<file path="src/rtl/sap_pkg.sv">
// Shared SAP definitions: control-word bit positions, opcodes and the idle word.
// Imported by the datapath and by the control sequencer.
package sap_pkg;

  localparam int unsigned CTRL_W = 15;

  localparam int unsigned C_P  = 14;
  localparam int unsigned E_P  = 13;
  localparam int unsigned L_P  = 12;
  localparam int unsigned L_MA = 11;
  localparam int unsigned L_MD = 10;
  localparam int unsigned CE   = 9;
  localparam int unsigned L_R  = 8;
  localparam int unsigned L_I  = 7;
  localparam int unsigned E_I  = 6;
  localparam int unsigned L_A  = 5;
  localparam int unsigned E_A  = 4;
  localparam int unsigned S_U  = 3;
  localparam int unsigned E_U  = 2;
  localparam int unsigned L_B  = 1;
  localparam int unsigned L_O  = 0;

  // Active-low controls parked high, active-high controls low.
  localparam logic [CTRL_W-1:0] CTRL_IDLE = 15'h0FE3;

  typedef enum logic [3:0] {
    HLT = 4'd0,
    NOP = 4'd1,
    ADD = 4'd2,
    SUB = 4'd3,
    LDA = 4'd4,
    OUT = 4'd5,
    STA = 4'd6,
    JMP = 4'd7
  } opcode_e;

endpackage

</file>
<file path="src/rtl/sap_alu.sv">
// Combinational adder/subtractor for the SAP datapath.
// Subtraction is A + ~B + 1, so carry is the not-borrow.
module sap_alu #(
  parameter int DATA_W = 8
) (
  input  logic [DATA_W-1:0] a,
  input  logic [DATA_W-1:0] b,
  input  logic              sub,
  output logic [DATA_W-1:0] result,
  output logic              carry,
  output logic              zero
);

  logic [DATA_W:0] sum;

  assign sum    = {1'b0, a} + {1'b0, (sub ? ~b : b)} + (DATA_W+1)'(sub);
  assign result = sum[DATA_W-1:0];
  assign carry  = sum[DATA_W];
  assign zero   = (sum[DATA_W-1:0] == '0);

endmodule

</file>
<file path="src/rtl/sap_datapath.sv">
// SAP execution datapath: registers, RAM and ALU on one shared bus,
// steered by the sequencer's control word; host port preloads RAM.
module sap_datapath
  import sap_pkg::*;
#(
  parameter int DATA_W = 8,
  parameter int ADDR_W = 4
) (
  input  logic              clk,
  input  logic              rst_n,
  input  logic [14:0]       ctrl,
  input  logic              prog_we,
  input  logic [ADDR_W-1:0] prog_addr,
  input  logic [DATA_W-1:0] prog_data,
  output logic [3:0]        opcode,
  output logic              flag_c,
  output logic              flag_z,
  output logic [DATA_W-1:0] out_data,
  output logic [DATA_W-1:0] bus_dbg,
  output logic              bus_conflict
);

  localparam int DEPTH = 2**ADDR_W;

  logic [ADDR_W-1:0] pc, mar;
  logic [DATA_W-1:0] mdr, ir, a_reg, b_reg, out_reg;
  logic [DATA_W-1:0] mem [DEPTH];
  logic [DATA_W-1:0] bus, ram_rd, alu_res;
  logic              alu_c, alu_z;
  logic              drv_p, drv_ram, drv_ir, drv_a, drv_u;
  logic [2:0]        n_drv;

  assign drv_p   = ctrl[E_P];
  assign drv_ram = ~ctrl[CE];
  assign drv_ir  = ~ctrl[E_I];
  assign drv_a   = ctrl[E_A];
  assign drv_u   = ctrl[E_U];

  assign n_drv = 3'(drv_p) + 3'(drv_ram) + 3'(drv_ir) + 3'(drv_a) + 3'(drv_u);
  assign bus_conflict = (n_drv > 3'd1);

  assign ram_rd = mem[mar];

  sap_alu #(.DATA_W(DATA_W)) u_alu (
    .a      (a_reg),
    .b      (b_reg),
    .sub    (ctrl[S_U]),
    .result (alu_res),
    .carry  (alu_c),
    .zero   (alu_z)
  );

  // Priority mux keeps the bus defined even when drivers collide.
  always_comb begin
    bus = '0;
    if (drv_u)        bus = alu_res;
    else if (drv_a)   bus = a_reg;
    else if (drv_ram) bus = ram_rd;
    else if (drv_ir)  bus = DATA_W'(ir[ADDR_W-1:0]);
    else if (drv_p)   bus = DATA_W'(pc);
  end

  always_ff @(posedge clk or negedge rst_n) begin
    if (!rst_n) begin
      pc      <= '0;
      mar     <= '0;
      mdr     <= '0;
      ir      <= '0;
      a_reg   <= '0;
      b_reg   <= '0;
      out_reg <= '0;
      flag_c  <= 1'b0;
      flag_z  <= 1'b0;
    end else begin
      if (ctrl[L_P])       pc <= bus[ADDR_W-1:0];
      else if (ctrl[C_P])  pc <= pc + 1'b1;
      if (!ctrl[L_MA])     mar     <= bus[ADDR_W-1:0];
      if (!ctrl[L_MD])     mdr     <= bus;
      if (!ctrl[L_I])      ir      <= bus;
      if (!ctrl[L_A])      a_reg   <= bus;
      if (!ctrl[L_B])      b_reg   <= bus;
      if (!ctrl[L_O])      out_reg <= bus;
      if (ctrl[E_U] && !ctrl[L_A]) begin
        flag_c <= alu_c;
        flag_z <= alu_z;
      end
    end
  end

  // RAM has no reset so the host can load it while rst_n is held low.
  always_ff @(posedge clk) begin
    if (prog_we)        mem[prog_addr] <= prog_data;
    else if (!ctrl[L_R]) mem[mar]      <= mdr;
  end

  assign opcode   = ir[DATA_W-1 -: 4];
  assign out_data = out_reg;
  assign bus_dbg  = bus;

endmodule

</file>
<file path="config.mk">
export PLATFORM = sky130hd
export DESIGN_NAME = sap_datapath
export DESIGN_NICKNAME = d
export VERILOG_FILES = /design/src/rtl/sap_pkg.sv /design/src/rtl/sap_alu.sv /design/src/rtl/sap_datapath.sv
export SDC_FILE = /design/constraint.sdc
export NUM_CORES = 1
export LEC_CHECK = 0
export ABC_AREA = 1
export BUFFER_PORTS_ARGS = -buffer_cell sky130_fd_sc_hd__buf_2
export CAP_MARGIN = 30
export CORE_AREA = 3 3 139 141
export CTS_CLUSTER_DIAMETER = 50
export DETAILED_ROUTE_END_ITERATION = 6
export DIE_AREA = 0 0 142 144
export PLACE_DENSITY_LB_ADDON = 0.25
export SLEW_MARGIN = 20
export SYNTH_ARGS = -nofsm -noshare
export SYNTH_HDL_FRONTEND = slang
export SYNTH_SLANG_ARGS = --single-unit
</file>
<file path="constraint.sdc">
create_clock -name clk -period 4.1 [get_ports clk]
set_input_delay 1.025 -clock clk [delete_from_list [all_inputs] [get_ports clk]]
set_output_delay 1.025 -clock clk [all_outputs]
set_load 0.02 [all_outputs]
</file>
==> impl_metrics.json <==
{
  "grt_max_degree": 65,
  "cp-start-kind": "input pin",
  "worst_setup_path_end_kind": "output port",
  "first_pass_iters": 5,
  "crit_arrival_ns": 2.89,
  "layout.nets": 905,
  "holdPathStages": 2,
  "rr_worst_depth": 6,
  "avgSynthCellArea_um2": 10.1,
  "regArea_um2": 5100,
  "dr.first_iter.drc_count": 524,
  "ant_nets": 0,
  "grt_use_met2_pct": 29.7,
  "pin_count": 53,
  "cp_common_cell": "nand2_1",
  "yosysUniqueCellTypes": 34,
  "async_reset_ff_share_pct": 28.1,
  "fmax_ghz": 0.256,
  "drc": 0,
  "die-area_um2": 20400,
  "min_path_type": "register to register",
  "antenna_found_initial": 0,
  "min_to": "mdr[3]",
  "drt_wl_total_mm": 18.9,
  "ctsHoldBuffers": 0,
  "setup_viol": 0,
  "max_flop_register": "mem",
  "powerDensity_nw_per_um2": 712,
  "vias": 5774,
  "cts_setup_buffers": 0,
  "cp_slowest_stage_delay_ns": 0.43,
  "final_cell_mix": "245 x nand2_1, 128 x edfxtp_1, 83 x nor2_1",
  "fill_cells": 1587,
  "gp_congestion": 0.883,
  "cts_tree": "built",
  "dp.final_hpwl_mm": 12.9,
  "holdCritStartpoint": "mdr[3]",
  "fin_util_pct": 50.7,
  "hold_viol_final": 0,
  "final_common_cell": "nand2_1",
  "portBuffers": 52,
  "use_met3_pct": 3.84,
  "die_y_um": 144,
  "crit_required_ns": 3.07,
  "synth-compound-area-share_pct": 6.31,
  "power_mw": 6.52,
  "critPathMaxFanout": 5,
  "multi_input_area_um2": 2680,
  "die_x_um": 142,
  "cts_max_level": 4,
  "timing.rr.end": "mem[7][2]",
  "rsz0062_at_grt": "false",
  "synth_edf_count": 128,
  "holdWs_ns": 0.469,
  "root_buffer": "clkbuf_16",
  "start_util_pct": 45.2,
  "core_area_um2": 18100,
  "via_per_inst": 5.23,
  "crit_type": "input pin to output port",
  "grt_pass1_vias": 5510,
  "fp-row-count": 49,
  "fin_setup_tns_ns": 0,
  "syn_area_um2": 8170,
  "worst_pin_slew_ns": 0.895,
  "fin_cells": 1103,
  "largest_reg_flops": 128,
  "fin_crit_ns": 3.91,
  "synth.area.mux_share_pct": 1.10,
  "drive_above_1_share_pct": 14.1,
  "crit_chain": "buf_2 -> xnor2_1 -> fa_1 -> inv_1 -> nand3_1 -> nand2_1 -> nand2_1 -> nand2_1 -> a21oi_1 -> or2_2 -> nand3_1 -> and2_1 -> buf_2",
  "slew_viol_final": 0,
  "rrSetupSlack_ns": 1.45,
  "grt.total_usage_pct": 19.2,
  "grt-busiest-layer": "met2",
  "grt_pass1_wl_mm": 29.9,
  "yosys_warnings": 0,
  "maxCapViolCount": 0,
  "synth_top_family_by_area": "simple AND/OR/NAND/NOR gates",
  "syn2layout_area_growth_pct": 12.1,
  "detail_route.wl_per_cell_um": 17.1,
  "synth_seq_cells": 178,
  "cts_sinks": 178,
  "slowest_stage": "fa_1",
  "synthSimpleGateAreaFrac_pct": 21.8,
  "finalCritPeriodShare_pct": 95.4,
  "post_cts_resized": 0,
  "path_clk_slew_ns": 0.06,
  "maxSlewHeadroom_pct": 40.1,
  "yosysSeqAreaShare_pct": 62.3,
  "syn-num-nets": 850,
  "diodes": 0,
  "status": "finished clean",
  "dpl.cell_count": 1071,
  "grt-ovfl-total": 0,
  "skew_ns": 0.00906,
  "synthAdderAreaFrac_pct": 2.17,
  "peakVddDrop_uv": 374,
  "cts_buffer_depth": 2,
  "synth_ff_type": "edfxtp_1",
  "clkLatencyLatePin_ns": 0.43,
  "synth_xor_area_share_pct": 1.39,
  "gr-usage-met1_pct": 27.5,
  "p_leak_nw": 3.84,
  "cts_buffers": 17,
  "r2r_start": "mar[2]",
  "synth_cells": 807
}
## per-layer routing
layer / part of all wire, % / routed length [um]
met3: 4.2 / 799
met1: 48 / 9050
met4: 1.5 / 274
met2: 46 / 8770
met5: 0 / 0
## critical path, delay by kind of cell
family                   cells  cell delay (ns)
adder cells (fa/ha/maj)      1             0.43
XOR/XNOR                     1             0.17
AO/OA/AOI/OAI                1             0.09
buffers and inverters        3             0.37
AND/OR/NAND/NOR              7             0.80
## through the flow
stage / worst slack (ns) / instance area, um^2
3_5_place_dp: 0.207 / 8610
6_report: 0.187 / 9160
2_1_floorplan: 0.266 / 8170
5_1_grt: 0.0276 / 9160
4_1_cts: 0.195 / 9160
3_3_place_gp: 0.197 / 8610
## Yosys cell counts, types with 11 or more instances
| cell | number | area (um^2) |
|---|---|---|
| edfxtp_1 | 128 | 3840 |
| nand2_1 | 245 | 920 |
| nand3_1 | 81 | 405 |
| inv_1 | 30 | 113 |
| o21ai_1 | 11 | 55.1 |
| o21ai_0 | 38 | 190 |
| nor2_1 | 83 | 312 |
| ha_1 | 11 | 138 |
| a31oi_1 | 11 | 68.8 |
| a21oi_1 | 17 | 85.1 |
| dfrtp_1 | 50 | 1250 |
## cell type report
class | count | area share [%]
clock buffer | 18 | 4.68
multi-input combinational | 555 | 29.2
clock inverter | 13 | 1.22
inverter | 39 | 1.60
tap | 229 | 3.13
timing repair buffer | 71 | 4.53
sequential | 178 | 55.6
## power by group
part | leakage, nW | internal (mW) | switching [mW]
combinational | 1.81 | 0.868 | 1.70
sequential | 1.77 | 2.28 | 0.167
clock | 0.262 | 0.831 | 0.676
## kinds of logic after synthesis
logic type | after synthesis
adder cells (fa/ha/maj) | 13
AO/OA/AOI/OAI | 91
XOR/XNOR | 13
flip-flops | 178
AND/OR/NAND/NOR | 430
buffers and inverters | 74
multiplexers | 8
## worst max path at each step
stage | cells after the start | to | startpoint | slack, ns
floorplan | 12 | bus_dbg[6] | ctrl[3] | 0.27
global placement | 13 | bus_dbg[6] | ctrl[3] | 0.20
detailed placement | 13 | bus_dbg[6] | ctrl[3] | 0.21
CTS | 13 | bus_dbg[6] | ctrl[3] | 0.20
global route | 13 | bus_dbg[6] | ctrl[3] | 0.03
finish | 13 | bus_dbg[6] | ctrl[3] | 0.19
Power figures use the tool's default switching activity.
